==> src/rtl/vend_pkg.sv <==
// vend_pkg: shared state codes, beep codes and widths for the vending controller
package vend_pkg;
    localparam int ST_W = 3;
    localparam logic [ST_W-1:0] S_IDLE   = 3'd0;
    localparam logic [ST_W-1:0] S_CREDIT = 3'd1;
    localparam logic [ST_W-1:0] S_VEND   = 3'd2;
    localparam logic [ST_W-1:0] S_REFUND = 3'd3;
    localparam logic [ST_W-1:0] S_HOLD   = 3'd4;
    typedef enum logic [2:0] {
        BEEP_NONE   = 3'd0,
        BEEP_COIN   = 3'd1,
        BEEP_OK     = 3'd2,
        BEEP_REFUND = 3'd3,
        BEEP_REJECT = 3'd4
    } beep_e;
endpackage

==> src/rtl/vend_if.sv <==
// vend_if: pulse inputs from the decoders and display/effect outputs of the controller
interface vend_if import vend_pkg::*; #(
    parameter int N_COIN = 3,
    parameter int SW     = 2,
    parameter int CW     = 8
) ();
    logic [N_COIN-1:0] coin;
    logic              sel_next;
    logic              sel_prev;
    logic              cancel;
    logic              restock;
    logic [SW-1:0]     sel;
    logic [CW-1:0]     price;
    logic [CW-1:0]     credit;
    logic [CW-1:0]     change;
    logic              sold_out;
    logic [ST_W-1:0]   state_o;
    logic              vend;
    logic [2:0]        beep_code;
    logic              busy;
    modport master (
        output coin, sel_next, sel_prev, cancel, restock,
        input  sel, price, credit, change, sold_out, state_o, vend, beep_code, busy
    );
    modport slave (
        input  coin, sel_next, sel_prev, cancel, restock,
        output sel, price, credit, change, sold_out, state_o, vend, beep_code, busy
    );
endinterface

==> src/rtl/vend_settle_timer.sv <==
// vend_settle_timer: loadable down-counter whose done pulse closes the HOLD window
module vend_settle_timer #(
    parameter int SETTLE_CYC = 100_000_000
) (
    input  logic clk,
    input  logic rstn,
    input  logic load,
    output logic done
);
    localparam int W = $clog2(SETTLE_CYC);
    logic [W-1:0] cnt;
    logic         run;
    // load SETTLE_CYC-1 so that the window spans exactly SETTLE_CYC cycles
    always_ff @(posedge clk or negedge rstn) begin
        if (!rstn) begin
            cnt <= '0;
            run <= 1'b0;
        end else if (load) begin
            cnt <= W'(SETTLE_CYC - 1);
            run <= 1'b1;
        end else if (run) begin
            if (cnt == '0) run <= 1'b0;
            else cnt <= cnt - 1'b1;
        end
    end
    assign done = run && cnt == '0;
endmodule

==> src/rtl/vend_ctrl.sv <==
// vend_ctrl: vending transaction FSM with per-item stock, credit saturation and settle hold
module vend_ctrl import vend_pkg::*; #(
    parameter int                     N_ITEM     = 4,
    parameter int                     N_COIN     = 3,
    parameter int                     CW         = 8,
    parameter logic [N_ITEM*CW-1:0]   PRICE_VEC  = {8'd30, 8'd24, 8'd15, 8'd5},
    parameter logic [N_COIN*CW-1:0]   COIN_VEC   = {8'd10, 8'd5, 8'd1},
    parameter int                     CREDIT_MAX = 199,
    parameter int                     STOCK_W    = 4,
    parameter int                     STOCK_INIT = 3,
    parameter int                     SETTLE_CYC = 100_000_000,
    parameter int                     SEL_REFUND = 1
) (
    input  logic clk,
    input  logic rstn,
    vend_if.slave bus
);
    localparam int SW = $clog2(N_ITEM);
    logic [ST_W-1:0]    st;
    logic [SW-1:0]      sel;
    logic [CW-1:0]      price;
    logic [CW-1:0]      credit;
    logic [CW-1:0]      change;
    logic [STOCK_W-1:0] stock [N_ITEM];
    logic               vend;
    beep_e              beep;
    logic               sel_moved;
    logic [CW-1:0]      coin_val;
    logic [CW:0]        sum;
    logic               coin_hit, reject, step, sold_out, ready, done;
    logic [SW-1:0]      sel_up, sel_dn;

    // highest-index coin wins when several pulse together
    always_comb begin
        coin_val = '0;
        for (int j = 0; j < N_COIN; j++) if (bus.coin[j]) coin_val = COIN_VEC[j*CW +: CW];
    end

    assign coin_hit = |bus.coin;
    assign sum      = {1'b0, credit} + {1'b0, coin_val};
    assign reject   = sum > (CW+1)'(CREDIT_MAX);
    assign step     = bus.sel_next | bus.sel_prev;
    assign sel_up   = (sel == SW'(N_ITEM - 1)) ? '0 : sel + 1'b1;
    assign sel_dn   = (sel == '0) ? SW'(N_ITEM - 1) : sel - 1'b1;
    assign sold_out = stock[sel] == '0;
    // price lags sel by a cycle, so a just-moved selection must not be compared yet
    assign ready    = credit >= price && !sold_out && !sel_moved;

    vend_settle_timer #(.SETTLE_CYC(SETTLE_CYC)) u_timer (
        .clk  (clk),
        .rstn (rstn),
        .load (st == S_VEND || st == S_REFUND),
        .done (done)
    );

    // transaction FSM and datapath; inputs only act in IDLE/CREDIT with cancel > coin > select
    always_ff @(posedge clk or negedge rstn) begin
        if (!rstn) begin
            st        <= S_IDLE;
            sel       <= '0;
            price     <= PRICE_VEC[CW-1:0];
            credit    <= '0;
            change    <= '0;
            vend      <= 1'b0;
            beep      <= BEEP_NONE;
            sel_moved <= 1'b0;
            for (int i = 0; i < N_ITEM; i++) stock[i] <= STOCK_W'(STOCK_INIT);
        end else begin
            price     <= PRICE_VEC[int'(sel)*CW +: CW];
            vend      <= 1'b0;
            beep      <= BEEP_NONE;
            sel_moved <= 1'b0;
            if (st == S_IDLE || st == S_CREDIT) begin
                if (bus.cancel) begin
                    if (st == S_CREDIT) begin
                        change <= credit;
                        beep   <= BEEP_REFUND;
                        st     <= S_REFUND;
                    end
                end else if (coin_hit) begin
                    if (st == S_CREDIT && reject) begin
                        beep <= BEEP_REJECT;
                    end else begin
                        credit <= sum[CW-1:0];
                        beep   <= BEEP_COIN;
                        st     <= S_CREDIT;
                    end
                end else if (step) begin
                    if (st == S_CREDIT && SEL_REFUND != 0) begin
                        change <= credit;
                        beep   <= BEEP_REFUND;
                        st     <= S_REFUND;
                    end else begin
                        sel       <= bus.sel_next ? sel_up : sel_dn;
                        sel_moved <= 1'b1;
                    end
                end else if (st == S_CREDIT && ready) begin
                    change     <= credit - price;
                    vend       <= 1'b1;
                    beep       <= BEEP_OK;
                    stock[sel] <= stock[sel] - 1'b1;
                    st         <= S_VEND;
                end
                if (st == S_IDLE && bus.restock)
                    for (int i = 0; i < N_ITEM; i++) stock[i] <= STOCK_W'(STOCK_INIT);
            end else if (st == S_VEND || st == S_REFUND) begin
                st <= S_HOLD;
            end else if (done) begin
                credit <= '0;
                change <= '0;
                st     <= S_IDLE;
            end
        end
    end

    assign bus.sel       = sel;
    assign bus.price     = price;
    assign bus.credit    = credit;
    assign bus.change    = change;
    assign bus.sold_out  = sold_out;
    assign bus.state_o   = st;
    assign bus.vend      = vend;
    assign bus.beep_code = beep;
    assign bus.busy      = st == S_VEND || st == S_REFUND || st == S_HOLD;
endmodule
==> src/flat_wrapper.sv <==
// flat-port wrapper written by rule: the top's interface ports become plain ports
module vend_ctrl_flat import vend_pkg::*;
#(
    parameter int                     N_ITEM     = 4,
    parameter int                     N_COIN     = 3,
    parameter int                     CW         = 8,
    parameter logic [N_ITEM*CW-1:0]   PRICE_VEC  = {8'd30, 8'd24, 8'd15, 8'd5},
    parameter logic [N_COIN*CW-1:0]   COIN_VEC   = {8'd10, 8'd5, 8'd1},
    parameter int                     CREDIT_MAX = 199,
    parameter int                     STOCK_W    = 4,
    parameter int                     STOCK_INIT = 3,
    parameter int                     SETTLE_CYC = 100_000_000,
    parameter int                     SEL_REFUND = 1
)
  (clk, rstn, bus_coin, bus_sel_next, bus_sel_prev, bus_cancel, bus_restock, bus_sel, bus_price, bus_credit, bus_change, bus_sold_out, bus_state_o, bus_vend, bus_beep_code, bus_busy);
  vend_if #(.N_COIN(N_COIN), .CW(CW)) bus_i ();
  input  logic clk;
  input  logic rstn;
  input wire logic [$bits(bus_i.coin)-1:0] bus_coin;
  input wire logic [$bits(bus_i.sel_next)-1:0] bus_sel_next;
  input wire logic [$bits(bus_i.sel_prev)-1:0] bus_sel_prev;
  input wire logic [$bits(bus_i.cancel)-1:0] bus_cancel;
  input wire logic [$bits(bus_i.restock)-1:0] bus_restock;
  output wire logic [$bits(bus_i.sel)-1:0] bus_sel;
  output wire logic [$bits(bus_i.price)-1:0] bus_price;
  output wire logic [$bits(bus_i.credit)-1:0] bus_credit;
  output wire logic [$bits(bus_i.change)-1:0] bus_change;
  output wire logic [$bits(bus_i.sold_out)-1:0] bus_sold_out;
  output wire logic [$bits(bus_i.state_o)-1:0] bus_state_o;
  output wire logic [$bits(bus_i.vend)-1:0] bus_vend;
  output wire logic [$bits(bus_i.beep_code)-1:0] bus_beep_code;
  output wire logic [$bits(bus_i.busy)-1:0] bus_busy;
  assign bus_i.coin = bus_coin;
  assign bus_i.sel_next = bus_sel_next;
  assign bus_i.sel_prev = bus_sel_prev;
  assign bus_i.cancel = bus_cancel;
  assign bus_i.restock = bus_restock;
  assign bus_sel = bus_i.sel;
  assign bus_price = bus_i.price;
  assign bus_credit = bus_i.credit;
  assign bus_change = bus_i.change;
  assign bus_sold_out = bus_i.sold_out;
  assign bus_state_o = bus_i.state_o;
  assign bus_vend = bus_i.vend;
  assign bus_beep_code = bus_i.beep_code;
  assign bus_busy = bus_i.busy;
  vend_ctrl #(.N_ITEM(N_ITEM), .N_COIN(N_COIN), .CW(CW), .PRICE_VEC(PRICE_VEC), .COIN_VEC(COIN_VEC), .CREDIT_MAX(CREDIT_MAX), .STOCK_W(STOCK_W), .STOCK_INIT(STOCK_INIT), .SETTLE_CYC(SETTLE_CYC), .SEL_REFUND(SEL_REFUND)) u_core (.clk(clk), .rstn(rstn), .bus(bus_i));
endmodule
==> config.mk <==
export PLATFORM = sky130hd
export DESIGN_NAME = vend_ctrl_flat
export DESIGN_NICKNAME = d
export VERILOG_FILES = /design/src/rtl/vend_pkg.sv /design/src/rtl/vend_if.sv /design/src/rtl/vend_settle_timer.sv /design/src/rtl/vend_ctrl.sv /design/src/flat_wrapper.sv
export SDC_FILE = /design/constraint.sdc
export NUM_CORES = 1
export LEC_CHECK = 0
export ABC_CLOCK_PERIOD_IN_PS = 3600
export BUFFER_PORTS_ARGS = -buffer_cell sky130_fd_sc_hd__buf_2
export CAP_MARGIN = 20
export CELL_PAD_IN_SITES_DETAIL_PLACEMENT = 1
export CELL_PAD_IN_SITES_GLOBAL_PLACEMENT = 1
export CORE_UTILIZATION = 30
export CTS_BUF_LIST = sky130_fd_sc_hd__clkbuf_16
export CTS_CLUSTER_DIAMETER = 50
export DETAILED_ROUTE_END_ITERATION = 10
export MAX_ROUTING_LAYER = met4
export PLACE_DENSITY = 0.67
export SLEW_MARGIN = 20
export SYNTH_ARGS = -nofsm -noshare
export SYNTH_HDL_FRONTEND = slang
export SYNTH_SLANG_ARGS = --single-unit
==> constraint.sdc <==
create_clock -name clk -period 3.6 [get_ports clk]
set_input_delay 0.36 -clock clk [delete_from_list [all_inputs] [get_ports clk]]
set_output_delay 0.36 -clock clk [all_outputs]
set_load 0.01 [all_outputs]
**Word level (Yosys, flattened, before mapping)**

Cells that the tools add are included.

- Bits in registers: 78
- Output and inout bits: 35
- Logic and storage cells: 135
- Input bits: 9

- Magnitude comparators: 4
- Bitwise logic cells: 5
- Add/subtract/negate cells: 6
- Shift operators: 1
- Muxes and demuxes: 61
- Reductions and logical operators: 27
- Equality and inequality tests: 17

Operators by type and width:

| kind | number |
|---|---|
| $mux W8 | 14 |
| $mux W27 | 3 |
| $mux W16 | 5 |
| $mux W3 | 14 |
| $shiftx A32 B6 Y8 const A | 1 |
| $logic_not A27 Y1 | 1 |
| $sub A27 B1 Y27 const B | 1 |
| $bwmux W16 | 1 |
| $reduce_and A5 Y1 | 3 |
| $mux W1 | 14 |
| $mux W4 | 3 |
| $mux W2 | 5 |
| $ne A2 B2 Y1 const B | 5 |
| $add A8 B8 Y9 | 1 |
| $gt A9 B8 Y1 const B | 1 |
| $bmux W4 S2 | 1 |
| $demux W4 S2 | 1 |
| $ge A8 B8 Y1 | 1 |
| $sub A8 B8 Y8 | 1 |
| $logic_and A1 B1 Y1 | 7 |
| $eq A3 B2 Y1 const B | 2 |
| $ne A2 B1 Y1 const B | 3 |
| $reduce_bool A2 Y1 | 3 |
| $ne A5 B3 Y1 const B | 1 |
| other kinds (24) | 29 |

**Longest topological paths before layout**

Gate-level depths: netlist of the first run.

- Word-level depth: 14
- Gate-level depth with buffers: 11

**Cells and area by module**

Synthesis of the first run repeated with hierarchy kept, for this count alone.

- Cells, all modules: 471
- Area total of the unflattened synthesis: 4590.7 um^2

Modules (own cells, without submodules):

| module | area an instance (um^2) | cells each | times used |
|---|---|---|---|
| vend_ctrl | 3019.1 | 309 | 1 |
| vend_settle_timer | 1571.5 | 162 | 1 |

**Least setup slack after synthesis of the first run**

OpenSTA, ideal clock, no wires.

- Kind: register -> register
- Start point: reg u_core.sel[0], in the netlist u_core.bus.sel[0]
- End point: reg u_core.stock[11] in the netlist's numbering
- Data required time: 3.475 ns
- Path slack: 0.772 ns
- Data arrival time: 2.703 ns
- Setup time: 0.125 ns
- Path buffers: 2
- Cell stages (with the launch flop): 12
- Cell sequence: dfrtp_1 > clkbuf_2 > mux4_2 > inv_1 > ha_1 > inv_1 > o311ai_0 > a31oi_1 > and3_1 > clkbuf_1 > a21oi_1 > mux2_2

- Longest elaborated chain between the ends: 11
- Elaborated cells on any way between the ends: 23

RTL lines:

| what | line | text |
|---|---|---|
| start: declaration | vend_ctrl.sv:20 | `logic [SW-1:0] sel;` |
| start signal: assignment | vend_ctrl.sv:94 | `sel <= bus.sel_next ? sel_up : sel_dn;` |
| $not A2 Y3 (not written as such) (*) | vend_ctrl.sv:45, vend_ctrl.sv:101 |  |
| $bmux W4 S2, or another cell as far along | vend_ctrl.sv:45, vend_ctrl.sv:101 |  |
| $mux W4 (not written as such) / $logic_and A1 B1 Y1 (equally long branches) | vend_ctrl.sv:45, vend_ctrl.sv:101 |  |
| $mux W4, on equally long branches | vend_ctrl.sv:45, vend_ctrl.sv:101 |  |
| $sub A4 B1 Y4, or another cell as far along | vend_ctrl.sv:101 | `stock[sel] <= stock[sel] - 1'b1;` |
| $bwmux W16 / $logic_not A1 Y1 (equally long branches) | vend_ctrl.sv:101, vend_ctrl.sv:47 |  |
| $mux W16 / $logic_and A1 B1 Y1 (equally long branches) | vend_ctrl.sv:97, vend_ctrl.sv:47 |  |
| $mux W16 / $logic_and A1 B1 Y1 (equally long branches) | vend_ctrl.sv:88, vend_ctrl.sv:47 |  |
| $mux W16 / $logic_and A1 B1 Y1 (equally long branches) | vend_ctrl.sv:80, vend_ctrl.sv:97 |  |
| $mux W16 / $reduce_bool A2 Y1 (equally long branches) | - |  |
| $mux W16 / $reduce_and A5 Y1 (equally long branches) | - |  |
| end signal: indexed assignment | vend_ctrl.sv:101 |  |
| end: declaration | vend_ctrl.sv:24 | `logic [STOCK_W-1:0] stock [N_ITEM];` |

Every way passes the cells marked *; elsewhere a longest branch is shown, timed or not. The select of a mux whose other input is x is not followed.
A chain may end at the register's enable or synchronous reset.

**Final worst setup path of the first run**

- Start point: reg u_core.credit[0], in the netlist u_core.bus.credit[0]
- End point: reg u_core.credit[1], in the netlist u_core.bus.credit[1]

- Longest elaborated chain between the ends: 5
- Elaborated cells on any way between the ends: 9

RTL lines:

| what | line | text |
|---|---|---|
| start: declaration | vend_ctrl.sv:22 | `logic [CW-1:0] credit;` |
| start signal: assignment | vend_ctrl.sv:84 | `credit <= sum[CW-1:0];` |
| $add A8 B8 Y9 (*) | vend_ctrl.sv:40 | `assign sum = {1'b0, credit} + {1'b0, coin_val};` |
| $gt A9 B8 Y1 / $mux W8 (equally long branches) | vend_ctrl.sv:41, vend_ctrl.sv:81 |  |
| $logic_and A1 B1 Y1 / $mux W8 (equally long branches) | vend_ctrl.sv:81, vend_ctrl.sv:80 |  |
| $ne A2 B2 Y1 (no source line) / $mux W8 (equally long branches) | - |  |
| $reduce_and A5 Y1 (no source line) / $mux W8 (equally long branches) | - |  |

Marks and branches as above.

==> Implementation_results.wiki, run 1 <==
{| class="wikitable"
! Metric !! Value
|-
| Total wire length || roughly 12,000 um
|-
| Final number of max-transition violations || 0
|-
| Count of H-tree levels built during CTS || 3
|-
| Switching share of total power || between 20% and 30%
|-
| Most frequently used cell type in the post-synthesis netlist || dfrtp_1
|-
| Worst max-slew margin expressed relative to the limit || 35.39%
|-
| Result of the run || complete, but fails checks
|-
| Maximum buffer depth of the clock tree || 2
|-
| Most used flip-flop cell after synthesis || dfrtp_1
|-
| Setup Viol. Count Final || 0
|-
| Average cell area after synthesis || between 9 and 10 um^2
|-
| Maximum clock frequency || 0.3023 GHz
|-
| R2r setup slk || 0.29 ns
|-
| Top post-synthesis cells by count || dfrtp_1 (65), nand2_1 (47), nor2_1 (34), o21ai_0 (28)
|-
| Post-route minimum period || 3.308 ns
|-
| Starting utilization of the core area || a little under a third
|-
| Row Count || 44
|-
| DRC errors left || 16
|-
| Worst Setup Start Kind || flip-flop
|-
| Floorplan die width || ~130 um
|-
| Fraction of post-synthesis cell area in the top cell type by area || 35.79%
|-
| Iteration count of the initial detailed-routing pass || 7
|-
| Peak supply drop || around 0.00023 V
|-
| Count of nets left with antenna violations after detail routing || 0
|-
| Kind of critical path || flip-flop to flip-flop
|-
| Via count of the first global-routing pass || 3,985
|-
| Average detailed-routed wire length per instance || about 17 um
|-
| Number of distinct library cells after synthesis || between 60 and 70
|-
| Layout fillers || around 1,700
|-
| Gp weighted congestion || 0.8022
|-
| I/O Buffers || 40
|-
| Required time of the worst setup path || about 3.8 ns
|-
| HP Class || input port to async pin
|-
| CORE AREA || 14,640 um^2
|-
| Number of clock sinks || 75
|-
| Share of layout cells above drive strength 1 || 19.50%
|-
| Logic pwr share || roughly 3.7%
|-
| Power density over the cells || 339.6 nW/um^2
|-
| Synth-to-layout area growth || 14.62%
|-
| Residual overflow from global routing || 0
|-
| Total number of yosys warnings || 0
|-
| Proportion of register bits with asynchronous set or reset after synthesis || 100.0%
|-
| Static power due to leakage || 2.223 nW
|-
| Detailed-route via count || 3,753
|-
| Failing checks || DRC
|-
| Post-CTS Setup Inserts || 0
|-
| Sequential cell fraction of total power || 47.9%
|-
| Total negative setup slack || 0 ns
|-
| Pin count of the biggest net entering global routing || 76
|-
| Internal cell power || 1.333 mW
|-
| Switching power || between 0.4 and 0.5 mW
|-
| PostCTS Resize Cnt || 0
|-
| Clk pin slew, worst setup/hold paths || 0.06 ns
|-
| Number of failing hold endpoints at the final stage || 0
|-
| CP endpoint kind || flip-flop
|-
| Number of nets in the final layout || between 500 and 600
|-
| Post-synthesis cell count || 479
|-
| Number of DRC markers after the initial detailed-route iteration || 165
|-
| Master cell of the clock root buffer || clkbuf_16
|-
| Initial antenna violation count || 0
|-
| Endpoint arrival time on the critical path || about 3.5 ns
|-
| Final cycle utilization of the critical path || between 90 and 100%
|-
| Cts-stage hold buffer count || 0
|-
| Slew @ Worst Pin || 0.9691 ns
|-
| Total placed cells including tap cells || 686
|-
| Hold_ws || 0.1788 ns
|-
| Unrepaired setup endpoints after global routing || no
|-
| Wire length of the first global-routing pass || 20,860 um
|-
| Max-cap viol count || 0
|-
| Number of register bits inferred by synthesis || 75
|-
| Summed instance area of the synthesized netlist || 4544 um^2
|-
| Design Power || 1.769 mW
|-
| Biggest area contributors in the synthesized netlist || dfrtp_1 (36%), dfstp_2 (5.8%), ha_1 (5.0%)
|-
| Number of flops mapped to enable cells by yosys || 0
|-
| Post-detailed-route via-to-cell ratio || about 5.3
|-
| Clock latency at the later pin of the worst-skew pair || approximately 0.35 ns
|-
| Die area || approximately 16,000 um^2
|-
| Worst slack at placement || 0.1515 ns
|-
| Boundary Pins || 44
|-
| TritonCTS clock tree || built
|-
| Clock network power share || 48.4%
|-
| GRT Util Overall || roughly 17%
|-
| CTS Buf Count || 9
|-
| Share of synthesized area occupied by flip-flops and latches || 41.57%
|-
| Placed wire-length estimate after detailed placement || 8798 um
|-
| Library cell occupying the most area in the post-synthesis netlist || dfrtp_1
|-
| Setup ws final || 0.2923 ns
|-
| Clock skew after layout || around 0.0095 ns
|-
| Final standard cell count with taps included and fillers excluded || around 700
|-
| Crit Path Max Fanout || 8
|-
| Vertical die dimension || between 100 and 150 um
|-
| Count of inserted antenna diode cells || 0
|}
==> flip-flops by register name, summed over array words and instances (netlist names) <==
name / count
u_core.bus.change: 8
u_core.bus.credit: 8
u_core.bus.sel: 2
u_core.sel_moved: 1
u_core.u_timer.run: 1
u_core.bus.state_o: 3
u_core.bus.beep_code: 3
u_core.bus.price: 5
u_core.bus.vend: 1
u_core.u_timer.cnt: 27
u_core.stock: 16
==> placed cells by master, fill, tap and decap left out, drive strengths merged, types with 7 or more instances in the layout <==
master / instances
or3: 10
o31ai: 8
clkbuf: 9
nand2: 47
nand3: 17
o21ai: 28
a21oi: 21
nor4: 10
inv: 24
xor2: 9
a31oi: 9
dfstp: 10
nor3: 20
dfrtp: 65
ha: 18
mux2i: 7
nor2: 34
xnor2: 22
buf: 51
==> metrics by stage <==
| step | util [%] | area [um^2] |
|---|---|---|
| 2_1_floorplan | - | 4552 |
| 3_3_place_gp | 33.66 | 4928 |
| 3_5_place_dp | 33.66 | 4928 |
| 4_1_cts | 35.55 | 5206 |
| 5_1_grt | 35.57 | 5209 |
| 6_report | 35.57 | 5209 |
==> per-layer routing <==
layer / GRT usage [%] / wire length (um) / up-vias
li1: - / - / 1789
met1: 21.03 / 5494 / 1888
met2: 28.95 / 6133 / 58
met3: 2.953 / 373 / 18
met4: 7.461 / 273 / 0
met5: - / 0 / -
==> kinds of logic after synthesis <==
family          synth area share (%)
simple gates                   19.60
compound gates                 17.54
flops                          41.57
buf+inv                        4.873
xor+xnor                       5.975
fa+ha+maj                      5.837
mux                            4.515
other cells                  0.08252
==> power by group through the flow <==
| stage | clock network (mW) | logic, mW | registers, mW |
|---|---|---|---|
| 3_5_place_dp | 0 | 0.0668 | 0.863 |
| 4_1_cts | 0.888 | 0.0671 | 0.848 |
| 3_3_place_gp | 0 | 0.0650 | 0.863 |
| 5_1_grt | 0.922 | 0.0742 | 0.847 |
| 6_report | 0.856 | 0.0652 | 0.848 |
| 2_1_floorplan | 0 | 0.0323 | 0.862 |
==> final cells by class <==
type / instances / area [um^2] / share of cell area (%)
multi-input cells: 354 / 2444 / 46.91
flip-flops and latches: 75 / 1889 / 36.27
repair buffers: 51 / 285.3 / 5.477
well taps: 184 / 230.2 / 4.420
clock buffers: 9 / 225.2 / 4.324
inverters: 22 / 82.58 / 1.585
clock inverters: 7 / 52.55 / 1.009
==> worst max-delay path, cell delays in order (launching register included) <==
cell and delay (ns):
dfrtp_1 0.42, ha_1 0.26, fa_1 0.42, a211oi_1 0.50, a32o_1 0.25, o31ai_1 0.09
nor4_1 0.68, or2_1 0.38, o21ai_0 0.17
==> worst paths after layout <==
check | start | to | depth (start not counted)
max in group asynchronous | rstn | u_core.bus.vend | 1
min reg2reg | u_core.stock[11] | u_core.stock[11] | 1
min | rstn | u_core.bus.credit[3] | 1
min in group clk | bus_cancel | u_core.bus.beep_code[2] | 2
max reg2reg | u_core.bus.credit[0] | u_core.bus.credit[1] | 8
max | u_core.bus.credit[0] | u_core.bus.credit[1] | 8
(Power assumes the default switching activity.)
==> run 2, diff against run 1 <==
- PLACE_DENSITY: 0.67 -> 0.66
==> run 2 against run 1 <==
The flow still finishes with violations (DRC). Global-route usage is 0.22 points lower. Maximum frequency is 0.83% higher. Routed wire length is 0.26% lower.
==> Implementation_results.wiki, run 2 (synthesis gave the netlist of run 1 again) <==
{| class="wikitable"
! Metric !! Value
|-
| Result of the run || complete, but fails checks
|-
| Failing checks || DRC
|-
| Highest-count cells in the layout ignoring fill and taps || dfrtp_1 (65), nand2_1 (47), buf_2 (39)
|-
| Met2 Track Usage GR || 27.14%
|-
| Via count of the first global-routing pass || just under 4,000
|-
| Busiest layer in global routing || met2
|-
| Pin count of the biggest net entering global routing || 76
|-
| Residual overflow from global routing || 0
|-
| Instance area after placement || approximately 4900 um^2
|-
| DRC errors left || 10
|-
| Starting utilization of the core area || 31.03%
|-
| Power density over the cells || between 300 and 400 nW/um^2
|-
| Number of DRC markers after the initial detailed-route iteration || around 230
|-
| Endpoint arrival time on the critical path || 3.53 ns
|-
| Clock latency at the later pin of the worst-skew pair || 0.35 ns
|-
| Initial antenna violation count || 0
|-
| Die area || roughly 16,000 um^2
|-
| Number of clock sinks || between 70 and 80
|-
| Required time of the worst setup path || 3.85 ns
|-
| Average detailed-routed wire length per instance || 17.39 um
|-
| Wire length of the first global-routing pass || slightly above 20,000 um
|-
| I/O Buffers || 40
|-
| Unrepaired setup endpoints after global routing || no
|-
| Boundary Pins || 44
|-
| Largest Register || u_core.u_timer.cnt
|-
| CP endpoint kind || flip-flop
|-
| Critical register-to-register path endpoint || u_core.bus.credit[6]
|-
| Floorplan die width || approximately 130 um
|-
| Met1 usage in global routing || 21.77%
|-
| Vertical die dimension || 125.1 um
|-
| PostCTS Resize Cnt || 0
|-
| Total negative setup slack || 0 ns
|-
| Max reg flops || 27
|-
| R2r setup slk || 0.32 ns
|-
| Post-route minimum period || between 3 and 4 ns
|-
| Maximum clock frequency || ~0.3 GHz
|-
| Detailed-route via count || 3,811
|-
| CTS Buf Count || 9
|-
| Slew @ Worst Pin || around 0.73 ns
|-
| TritonCTS clock tree || built
|-
| Number of failing hold endpoints at the final stage || 0
|-
| Number of nets in the final layout || approximately 540
|-
| Share of layout cells above drive strength 1 || around a fifth
|-
| Final number of max-transition violations || 0
|-
| Post-detailed-route via-to-cell ratio || 5.413
|-
| Static power due to leakage || 2.278 nW
|-
| HP Class || input port to async pin
|-
| Maximum buffer depth of the clock tree || 2
|-
| Gp weighted congestion || 0.8280
|-
| Launching point of the worst reg2reg path || u_core.bus.credit[0]
|-
| Peak supply drop || 0.0002690 V
|-
| Count of nets left with antenna violations after detail routing || 0
|-
| Master cell of the clock root buffer || clkbuf_16
|-
| Kind of critical path || flip-flop to flip-flop
|-
| Synth-to-layout area growth || 16.13%
|-
| Met3 Resource Use GR || 2.824%
|-
| Placed wire-length estimate after detailed placement || 8648 um
|-
| Count of H-tree levels built during CTS || 3
|-
| Iteration count of the initial detailed-routing pass || 7
|-
| Final design instance area without fill || between 5000 and 6000 um^2
|-
| Top flop regs || u_core.u_timer.cnt: 27 flops, u_core.stock: 16 flops
|-
| Clock skew after layout || 0.007152 ns
|-
| Number of cells on the worst reg-to-reg path || 9
|-
| Max-cap viol count || 0
|-
| Post-CTS Setup Inserts || 0
|-
| Total wire length || 12,240 um
|-
| Commonest non-fill, non-tap cell in the layout || dfrtp_1
|-
| Design Power || 1.948 mW
|-
| Hold_ws || between 0.015 and 0.02 ns
|-
| Crit Path Max Fanout || 8
|-
| Final cycle utilization of the critical path || 91.13%
|-
| Row Count || 44
|-
| CORE AREA || 14,640 um^2
|-
| Worst Setup Start Kind || flip-flop
|-
| Clk pin slew, worst setup/hold paths || 0.06 ns
|-
| Cts-stage hold buffer count || 0
|-
| Worst max-slew margin expressed relative to the limit || 50.61%
|-
| Setup Viol. Count Final || 0
|-
| GRT Util Overall || approximately 17%
|-
| Count of inserted antenna diode cells || 0
|}
## run 2: worst max path at each step
stage | start | end | slack [ns] | cells past startpoint
2_1_floorplan | u_core.bus.sel[0] | u_core.stock[11] | 0.77 | 11
3_3_place_gp | bus_coin[1] | u_core.bus.credit[1] | 0.29 | 11
3_5_place_dp | bus_coin[1] | u_core.bus.credit[0] | 0.17 | 11
4_1_cts | u_core.bus.credit[0] | u_core.bus.credit[0] | 0.37 | 8
5_1_grt | u_core.bus.credit[0] | u_core.bus.credit[6] | 0.13 | 9
6_report | u_core.bus.credit[0] | u_core.bus.credit[6] | 0.32 | 9
## run 2: metal layers
| metal | up-vias | part of all wire [%] |
|---|---|---|
| met5 | - | 0 |
| met1 | 1921 | 47 |
| met4 | 0 | 2.2 |
| met3 | 22 | 3.8 |
| met2 | 74 | 47 |
| li1 | 1794 | - |
## run 2: layout make-up
cell class,count,area [um^2]
inverters,22,82.58
well taps,184,230.2
clock inverters,7,107.6
fillers,1686,9366
repair buffers,53,301.5
clock buffers,9,225.2
multi-input cells,354,2441
flip-flops and latches,75,1889
## run 2: metrics by stage
stage | utilization, % | cells | setup slack, ns
finish | 36.04 | 704 | 0.3194
CTS | 35.98 | 703 | 0.3679
global placement | 33.71 | 687 | 0.2935
detailed placement | 33.71 | 687 | 0.1687
floorplan | - | 481 | 0.7724
global route | 36.04 | 704 | 0.1332
## run 2: power breakdown
part           total, mW  internal (mW)  switching, mW
Combinational     0.0659         0.0187         0.0472
Sequential         0.848          0.845        0.00248
Clock               1.03          0.670          0.365
## run 2: worst max-delay path, stage by stage, from the launching register on
cell and delay [ns]:
dfrtp_1 0.41, ha_1 0.25, fa_1 0.42, a211oi_1 0.49, o21ai_0 0.24, a311oi_1 0.41, nor4_1 0.14, clkbuf_2 0.17
or2_1 0.34, o41ai_2 0.30
==> run 3, diff against run 2 <==
- ABC_CLOCK_PERIOD_IN_PS: 3600 -> 3150
- CORE_UTILIZATION: 30 -> 46
- PLACE_DENSITY: 0.66 -> 0.9
- clock period: 3.6 -> 3.15 ns (I/O delays scaled with it)
==> run 3 against run 2 <==
The flow now finishes without violations. Die area is 34% lower. Clock power up 7%. First-iteration DRC count down 6.1%. Sequential power up 14%. Cell area shrank 1.0%. Critical path type unchanged. Largest power group unchanged.
==> Implementation_results.wiki, run 3 (synthesis gave the netlist of run 1 again) <==
{| class="wikitable"
! Metric !! Value
|-
| Result of the run || completed
|-
| Setup Viol. Count Final || 0
|-
| Master cell of the clock root buffer || clkbuf_16
|-
| Total wire length || 13,870 um
|-
| CORE AREA || 9415 um^2
|-
| Count of inserted antenna diode cells || 0
|-
| Synth-to-layout area growth || 14.95%
|-
| Area of all sequential standard cells || 1889 um^2
|-
| HP Class || input port to async pin
|-
| Highest-count cells in the layout ignoring fill and taps || dfrtp_1 (65), nand2_1 (47), buf_2 (39)
|-
| Hold_ws || about 0.13 ns
|-
| Post-detailed-route via-to-cell ratio || 6.107
|-
| Layout fillers || 1,080
|-
| Maximum buffer depth of the clock tree || 2
|-
| Post-CTS Setup Inserts || 0
|-
| Wire length of the first global-routing pass || 22,710 um
|-
| Critical-path cell list || inv_1, ha_1, inv_1, fa_1, a211o_1, o211ai_1, a31oi_1, and3_1, a21oi_1, mux2_2
|-
| Clock skew after layout || 0.01033 ns
|-
| Worst Path Buf+Inv || 2
|-
| Number of nets in the final layout || 547
|-
| TritonCTS clock tree || built
|-
| Worst Setup Start Kind || flip-flop
|-
| Count of H-tree levels built during CTS || 3
|-
| Required time of the worst setup path || 3.39 ns
|-
| Max-cap viol count || 0
|-
| CTS Buf Count || 9
|-
| Final cycle utilization of the critical path || 94.47%
|-
| Worst max-slew margin expressed relative to the limit || 34.47%
|-
| Number of failing hold endpoints at the final stage || 0
|-
| Detailed-route via count || around 4,000
|-
| Pin count of the biggest net entering global routing || 76
|-
| Kind of critical path || flip-flop to flip-flop
|-
| Total placed cells including tap cells || roughly 640
|-
| Maximum clock frequency || ~0.34 GHz
|-
| Clk pin slew, worst setup/hold paths || 0.06 ns
|-
| Final standard cell count with taps included and fillers excluded || 652
|-
| Gp weighted congestion || 0.8286
|-
| CP endpoint kind || flip-flop
|-
| Row Count || 35
|-
| PostCTS Resize Cnt || 2
|-
| Placed wire-length estimate after detailed placement || 9453 um
|-
| Average detailed-routed wire length per instance || 21.27 um
|-
| Initial antenna violation count || 0
|-
| Endpoint arrival time on the critical path || 3.21 ns
|-
| Commonest non-fill, non-tap cell in the layout || dfrtp_1
|-
| Power density over the cells || roughly 410 nW/um^2
|-
| I/O Buffers || 40
|-
| DRC errors left || 0
|-
| Category of cells accounting for the largest share of critical-path delay || compound AO/OA/AOI/OAI gates
|-
| Slew @ Worst Pin || around 1 ns
|-
| Boundary Pins || 44
|-
| Starting utilization of the core area || 48.27%
|-
| Crit Path Max Fanout || 7
|-
| Peak supply drop || 0.0002765 V
|-
| Largest Register || u_core.u_timer.cnt
|-
| Clock latency at the later pin of the worst-skew pair || 0.35 ns
|-
| Final number of max-transition violations || 0
|-
| Via count of the first global-routing pass || about 4,300
|-
| Number of DRC markers after the initial detailed-route iteration || between 200 and 250
|-
| R2r setup slk || 0.17 ns
|-
| Cts-stage hold buffer count || 0
|-
| Crit path largest cell delay || 0.42 ns
|-
| Max reg flops || 27
|-
| Static power due to leakage || 2.278 nW
|-
| Number of clock sinks || between 70 and 80
|-
| GRT Util Overall || just over 30%
|-
| Vertical die dimension || 101.4 um
|-
| Multi-input combinational cell area || 2455 um^2
|-
| Share of layout cells above drive strength 1 || 20.08%
|-
| Post-route minimum period || 2.976 ns
|-
| Floorplan die width || 101.4 um
|-
| Iteration count of the initial detailed-routing pass || 5
|-
| Residual overflow from global routing || 0
|-
| Top flop regs || u_core.u_timer.cnt: 27 flops, u_core.stock: 16 flops
|-
| Count of nets left with antenna violations after detail routing || 0
|-
| Die area || 10,280 um^2
|-
| Cell type with the highest occurrence count on the critical path || inv_1
|-
| CP max stage cell || fa_1
|}
## run 3: per-stage QoR
step           cell area [um^2]  total power [mW]  setup TNS, ns  util, %  setup slack [ns]
2_1_floorplan              4552             1.022              0        -            0.3224
3_5_place_dp               4897             1.063              0    52.01           0.05001
3_3_place_gp               4897             1.059              0    52.01            0.3264
4_1_cts                    5216             2.165              0    55.40           0.09902
5_1_grt                    5224             2.206      -0.008485    55.48         -0.008485
6_report                   5224             2.148              0    55.48            0.1742
## run 3: path summary, 6_finish.rpt
| check | start | end | depth (start not counted) |
|---|---|---|---|
| setup reg to reg | u_core.bus.credit[0] | u_core.stock[7] | 10 |
| hold reg to reg | u_core.u_timer.cnt[26] | u_core.u_timer.cnt[26] | 2 |
| hold / removal | rstn | u_core.u_timer.cnt[16] | 1 |
| setup / recovery | u_core.bus.credit[0] | u_core.stock[7] | 10 |
| min in group clk | bus_cancel | u_core.sel_moved | 2 |
| max in group asynchronous | rstn | u_core.u_timer.cnt[4] | 1 |
## run 3: final cells by class
class,count,share of cell area (%)
inverter,22,1.581
clock inverter,7,1.677
multi-input combinational,354,46.99
timing repair buffer,56,6.180
tap,129,3.090
clock buffer,9,4.311
sequential,75,36.17
## run 3: report_power, final
part           switching (mW)  leakage (nW)  internal, mW  total (mW)
registers             0.00256         0.896         0.966       0.968
clock network           0.415         0.154         0.686        1.10
logic                  0.0564          1.23        0.0223      0.0787
total                   0.474          2.28          1.67        2.15
## run 3: per-layer routing
| layer | wire length [um] | part of all wire, % | GRT usage (%) | vias up |
|---|---|---|---|---|
| met5 | 0 | 0 | - | - |
| met4 | 419 | 3.0 | 15.05 | 0 |
| met3 | 606 | 4.4 | 5.659 | 34 |
| met2 | 7047 | 51 | 50.18 | 129 |
| met1 | 5797 | 42 | 35.84 | 2007 |
| li1 | - | - | - | 1812 |
